<file path="src/rtl/aes_key_sched_ctrl.sv">
// Iterative AES-128 key-schedule sequencer: drives one shared round-key generator
// for NR rounds and keeps round keys 0..NR in a key store with a registered read port.
module aes_key_sched_ctrl #(
    parameter int unsigned NR      = 10,
    parameter int unsigned KEY_W   = 128,
    parameter int unsigned TIMEOUT = 15
) (
    input  logic             clk,
    input  logic             reset,
    input  logic             key_valid,
    output logic             key_ready,
    input  logic [KEY_W-1:0] cipher_key,
    output logic             gen_valid_in,
    output logic [31:0]      gen_rcon,
    output logic [KEY_W-1:0] gen_key_in,
    input  logic             gen_valid_out,
    input  logic [KEY_W-1:0] gen_key_out,
    input  logic [3:0]       rd_addr,
    output logic [KEY_W-1:0] rd_key,
    output logic             keys_ready,
    output logic             busy,
    output logic             err
);

    localparam int unsigned RND_W  = 4;
    localparam int unsigned WDOG_W = 4;
    localparam int unsigned RCON_W = 8;

    typedef enum logic [2:0] {
        S_IDLE  = 3'd0,
        S_ISSUE = 3'd1,
        S_WAIT  = 3'd2,
        S_DONE  = 3'd3,
        S_ERROR = 3'd4
    } state_t;

    state_t              state;
    state_t              state_nxt;
    logic [RND_W-1:0]    round;
    logic [RCON_W-1:0]   rcon8;
    logic [WDOG_W-1:0]   wdog;
    logic [KEY_W-1:0]    slot [0:NR];
    logic                accept;
    logic                last_round;
    logic                wdog_expired;

    assign accept       = key_valid && key_ready;
    assign last_round   = (round == RND_W'(NR));
    assign wdog_expired = (wdog == WDOG_W'(TIMEOUT));

    // State register
    always_ff @(posedge clk or posedge reset) begin
        if (reset) begin
            state <= S_IDLE;
        end else begin
            state <= state_nxt;
        end
    end

    // Next-state logic
    always_comb begin
        state_nxt = state;
        case (state)
            S_IDLE, S_DONE, S_ERROR: begin
                if (accept) state_nxt = S_ISSUE;
            end
            S_ISSUE: state_nxt = S_WAIT;
            S_WAIT: begin
                if (gen_valid_out) begin
                    state_nxt = last_round ? S_DONE : S_ISSUE;
                end else if (wdog_expired) begin
                    state_nxt = S_ERROR;
                end
            end
            default: state_nxt = S_IDLE;
        endcase
    end

    // Output decode; generator operands are held for the whole ISSUE/WAIT span
    always_comb begin
        key_ready    = 1'b0;
        gen_valid_in = 1'b0;
        gen_rcon     = '0;
        gen_key_in   = '0;
        keys_ready   = 1'b0;
        busy         = 1'b0;
        err          = 1'b0;
        case (state)
            S_IDLE:  key_ready = 1'b1;
            S_ISSUE: begin
                gen_valid_in = 1'b1;
                busy         = 1'b1;
                gen_rcon     = {rcon8, 24'h0};
                gen_key_in   = slot[round - RND_W'(1)];
            end
            S_WAIT: begin
                busy       = 1'b1;
                gen_rcon   = {rcon8, 24'h0};
                gen_key_in = slot[round - RND_W'(1)];
            end
            S_DONE: begin
                key_ready  = 1'b1;
                keys_ready = 1'b1;
            end
            S_ERROR: begin
                key_ready = 1'b1;
                err       = 1'b1;
            end
            default: ;
        endcase
    end

    // Round counter, RCON, watchdog, key store and read port
    always_ff @(posedge clk or posedge reset) begin
        if (reset) begin
            round  <= '0;
            rcon8  <= RCON_W'(8'h01);
            wdog   <= '0;
            rd_key <= '0;
            for (int unsigned i = 0; i <= NR; i++) begin
                slot[i] <= '0;
            end
        end else begin
            rd_key <= (rd_addr <= RND_W'(NR)) ? slot[rd_addr] : '0;
            if (accept) begin
                slot[0] <= cipher_key;
                round   <= RND_W'(1);
                rcon8   <= RCON_W'(8'h01);
            end
            if (state == S_ISSUE) begin
                wdog <= '0;
            end
            if (state == S_WAIT) begin
                if (gen_valid_out) begin
                    slot[round] <= gen_key_out;
                    rcon8       <= {rcon8[6:0], 1'b0} ^ (rcon8[7] ? RCON_W'(8'h1b) : RCON_W'(8'h00));
                    if (!last_round) round <= round + RND_W'(1);
                end else begin
                    wdog <= wdog + WDOG_W'(1);
                end
            end
        end
    end

endmodule
</file>
<file path="config.mk">
export PLATFORM = sky130hd
export DESIGN_NAME = aes_key_sched_ctrl
export DESIGN_NICKNAME = d
export VERILOG_FILES = /design/src/rtl/aes_key_sched_ctrl.sv
export SDC_FILE = /design/constraint.sdc
export NUM_CORES = 2
export LEC_CHECK = 0
export CAP_MARGIN = 20
export CORE_MARGIN = 5
export CORE_UTILIZATION = 33
export CTS_CLUSTER_DIAMETER = 120
export DETAILED_ROUTE_END_ITERATION = 8
export PLACE_DENSITY = 0.52
export RECOVER_POWER = 50
export SLEW_MARGIN = 20
export SYNTH_ARGS = -nofsm -noshare
export SYNTH_HDL_FRONTEND = slang
export SYNTH_SLANG_ARGS = --single-unit
</file>
<file path="constraint.sdc">
create_clock -name clk -period 44.8 [get_ports clk]
set_input_delay 4.48 -clock clk [delete_from_list [all_inputs] [get_ports clk]]
set_output_delay 4.48 -clock clk [all_outputs]
set_load 0.1 [all_outputs]
</file>
==> results.py <==
metrics = {
    "setup_path": {
        "cp-start-kind": "input pin",
        "cp.required_ns": 45.45,
        "crit_type": "in -> reg",
        "cp.arrival_ns": 18.38,
        "critPathCaptureType": "flop",
        "worst_path_largest_cell_delay_ns": 7.30,
        "cp_slowest_cell": "clkbuf_1",
        "cpMostUsedCell": "clkbuf_1",
        "path_cells": "clkbuf_1 -> clkbuf_1 -> nor2b_1 -> clkbuf_1 -> a21oi_1 -> o21ai_0",
        "path_max_fanout": 108,
        "rrSetupSlack_ns": 33.97,
    },
    "global_route": {
        "grt_max_degree": 176,
        "grt.overflow.total": 0,
        "grt.total_usage_pct": 21.9,
        "antenna_found_initial": 33,
        "grt_pass1_vias": 58004,
        "grt_pass1_wl_um": 419000,
    },
    "cts": {
        "path_clk_slew_ns": 0.06,
        "cts_tree": "yes",
        "ctsResizeCount": 0,
        "numCtsBuffers": 182,
        "clk_latency_ns": 0.85,
        "htreeDepth": 4,
        "cts_root_buf": "clkbuf_16",
        "cts_sinks": 1555,
        "cts_buffer_depth": 3,
        "hold_buffers": 0,
        "postCtsSetupRepairBufs": 0,
    },
    "routing": {
        "drc": 0,
        "wl_met3_um": 18200,
        "drtPass1Iterations": 6,
        "met2_length_um": 135000,
        "wl_met1_um": 125000,
        "viasPerCell": 5.76,
        "wl_per_cell_um": 29.8,
        "top_layer": "met5",
        "vias": 55369,
        "ant_nets": 0,
        "initialDrtViolationCount": 4374,
        "wl_um": 287000,
    },
    "final_layout": {
        "final_cells": 9619,
        "area_growth_pct": 15.8,
        "nFillCells": 23245,
        "stdcell_area_um2": 93800,
        "drive_above_1_share_pct": 34.7,
        "nets": 6509,
    },
    "timing": {
        "tns_ns": 0,
        "whs_ns": 0.506,
        "grt_setup_unrepaired": "false",
        "timing_hold_violations_final": 0,
        "tightest_slew_ns": 10.48,
        "fin_crit_sh_pct": 39.6,
        "timing.slew.headroom_pct": -598,
        "fin_crit_ns": 17.73,
        "finalSetupViolations": 0,
        "fmax_ghz": 0.0564,
        "clock_skew_ns": 0.0430,
        "slew_violations": 2065,
    },
    "die": {
        "row_count": 182,
        "die_w_um": 505,
        "die_h_um": 505,
        "start_util_pct": 33.0,
        "ioPinCount": 557,
        "coreArea_um2": 245000,
        "die_area_um2": 256000,
    },
    "placed_design": {
        "io_buffer_count": 532,
        "dp.cells": 9275,
        "gp_congestion": 0.765,
        "place_hpwl_um": 156000,
        "dpl_cell_area_um2": 87900,
    },
    "run": {
        "max_cap_viol_count": 40,
    },
    "pwr": {
        "power.leakage_nw": 41.5,
        "vdd_drop_max_uv": 114,
        "p_per_area_nw_per_um2": 75.0,
        "power_mw": 7.03,
    },
    "synth": {
        "netlist_top_cells_count": "1554 x dfrtp_1, 1438 x mux2_2, 483 x mux2i_1",
        "yosys_register_bits": 1555,
        "yosys.area.top_type_share_pct": 48.0,
        "synth_edf_count": 0,
        "synth_cells": 6069,
        "syn_area_um2": 81000,
        "synth_top_cell_by_area": "dfrtp_1",
        "syn_area_per_cell_um2": 13.3,
        "yosys_warnings": 0,
        "yosysMostFrequentCell": "dfrtp_1",
        "synth-async-reset-ratio_pct": 100,
        "ys.flop_type": "dfrtp_1",
        "ys_seq_area_share_pct": 48.0,
        "synthTopCellsByArea": "dfrtp_1 48%, mux2_2 20%, mux4_2 11%",
        "synth.distinct_cells": 53,
    },
    "worst_hold_path": {
        "holdCritPathClass": "reg -> reg",
    },
    "status": {
        "status": "finished with violations",
        "violations": "capacitance limit, slew limit",
    },
}
[report_power, final]
group / internal [mW] / switching [mW] / leakage, nW / total [mW]
clock: 0.918 / 0.630 / 3.06 / 1.55
sequential: 1.87 / 0.366 / 20.5 / 2.24
combinational: 1.17 / 2.08 / 17.9 / 3.25
[logic make-up after synthesis]
kind of cell / share of synthesized area (%)
XOR/XNOR: 0.0541
other: 0.00463
AO/OA/AOI/OAI: 7.50
buffers and inverters: 5.24
adder cells (fa/ha/maj): 0.0772
AND/OR/NAND/NOR: 2.46
multiplexers: 36.6
flip-flops: 48.0
[critical path, delay by kind of cell]
kind | cells | cell delay, ns
compound gates | 2 | 1.48
buf+inv | 3 | 11.99
simple gates | 1 | 0.31
[through the flow]
step                      setup WS [ns]  utilization (%)
after global routing              25.22             38.3
after floorplan                   18.78                -
after CTS                         33.23             38.4
after detailed placement          33.81             35.8
after global placement            33.93             35.8
final                             27.07             38.3
[cells in the final DEF, fill, tap and decap left out, types with 8 or more instances in the layout]
| cell type | n |
|---|---|
| nor2_1 | 134 |
| mux4_2 | 384 |
| clkbuf_16 | 182 |
| inv_1 | 136 |
| a22oi_1 | 131 |
| o221ai_1 | 158 |
| clkdlybuf4s50_1 | 407 |
| diode_2 | 14 |
| and2_1 | 8 |
| nand2_1 | 143 |
| clkbuf_8 | 49 |
| mux2i_1 | 483 |
| clkinv_2 | 25 |
| a31oi_1 | 33 |
| conb_1 | 24 |
| mux2_2 | 1438 |
| a221oi_1 | 98 |
| bufinv_16 | 15 |
| o21ai_0 | 360 |
| dlygate4sd3_1 | 107 |
| buf_4 | 69 |
| clkbuf_1 | 77 |
| dfrtp_1 | 1553 |
| nand3_1 | 131 |
| buf_12 | 10 |
| a21oi_1 | 135 |
| nor3_1 | 8 |
[final cells by class]
| cell class | count | area [um^2] | share of cell area [%] |
|---|---|---|---|
| flip-flops and latches | 1555 | 38900 | 41.5 |
| multi-input cells | 3725 | 38000 | 40.5 |
| repair buffers | 638 | 6080 | 6.48 |
| clock buffers | 271 | 5380 | 5.73 |
| well taps | 3220 | 4030 | 4.29 |
| clock inverters | 58 | 840 | 0.895 |
| inverters | 138 | 522 | 0.556 |
| diodes | 14 | 35.0 | 0.0373 |
[worst paths after layout]
path | startpoint | endpoint | cells after the start
hold reg to reg | rcon8[0]$_DFF_PP1_ | rcon8[0]$_DFF_PP1_ | 2
setup / recovery | rd_addr[0] | rd_key[14]$_DFF_PP0_ | 6
max in group asynchronous | reset | asynchronous set/reset pin | 9
hold / removal | rcon8[0]$_DFF_PP1_ | rcon8[0]$_DFF_PP1_ | 2
setup reg to reg | state[0]$_DFFE_PP0P_ | slot[1336]$_DFF_PP0_ | 4
min in group asynchronous | reset | rd_key[90]$_DFF_PP0_ | 2
[per-layer routing]
| metal | vias to the layer above | GRT usage, % |
|---|---|---|
| met5 | - | 0 |
| met4 | 14 | 6.25 |
| met3 | 448 | 4.34 |
| met2 | 2025 | 35.4 |
| met1 | 29765 | 30.0 |
| li1 | 23117 | - |
No activity file was read; power rests on OpenSTA's default activity.
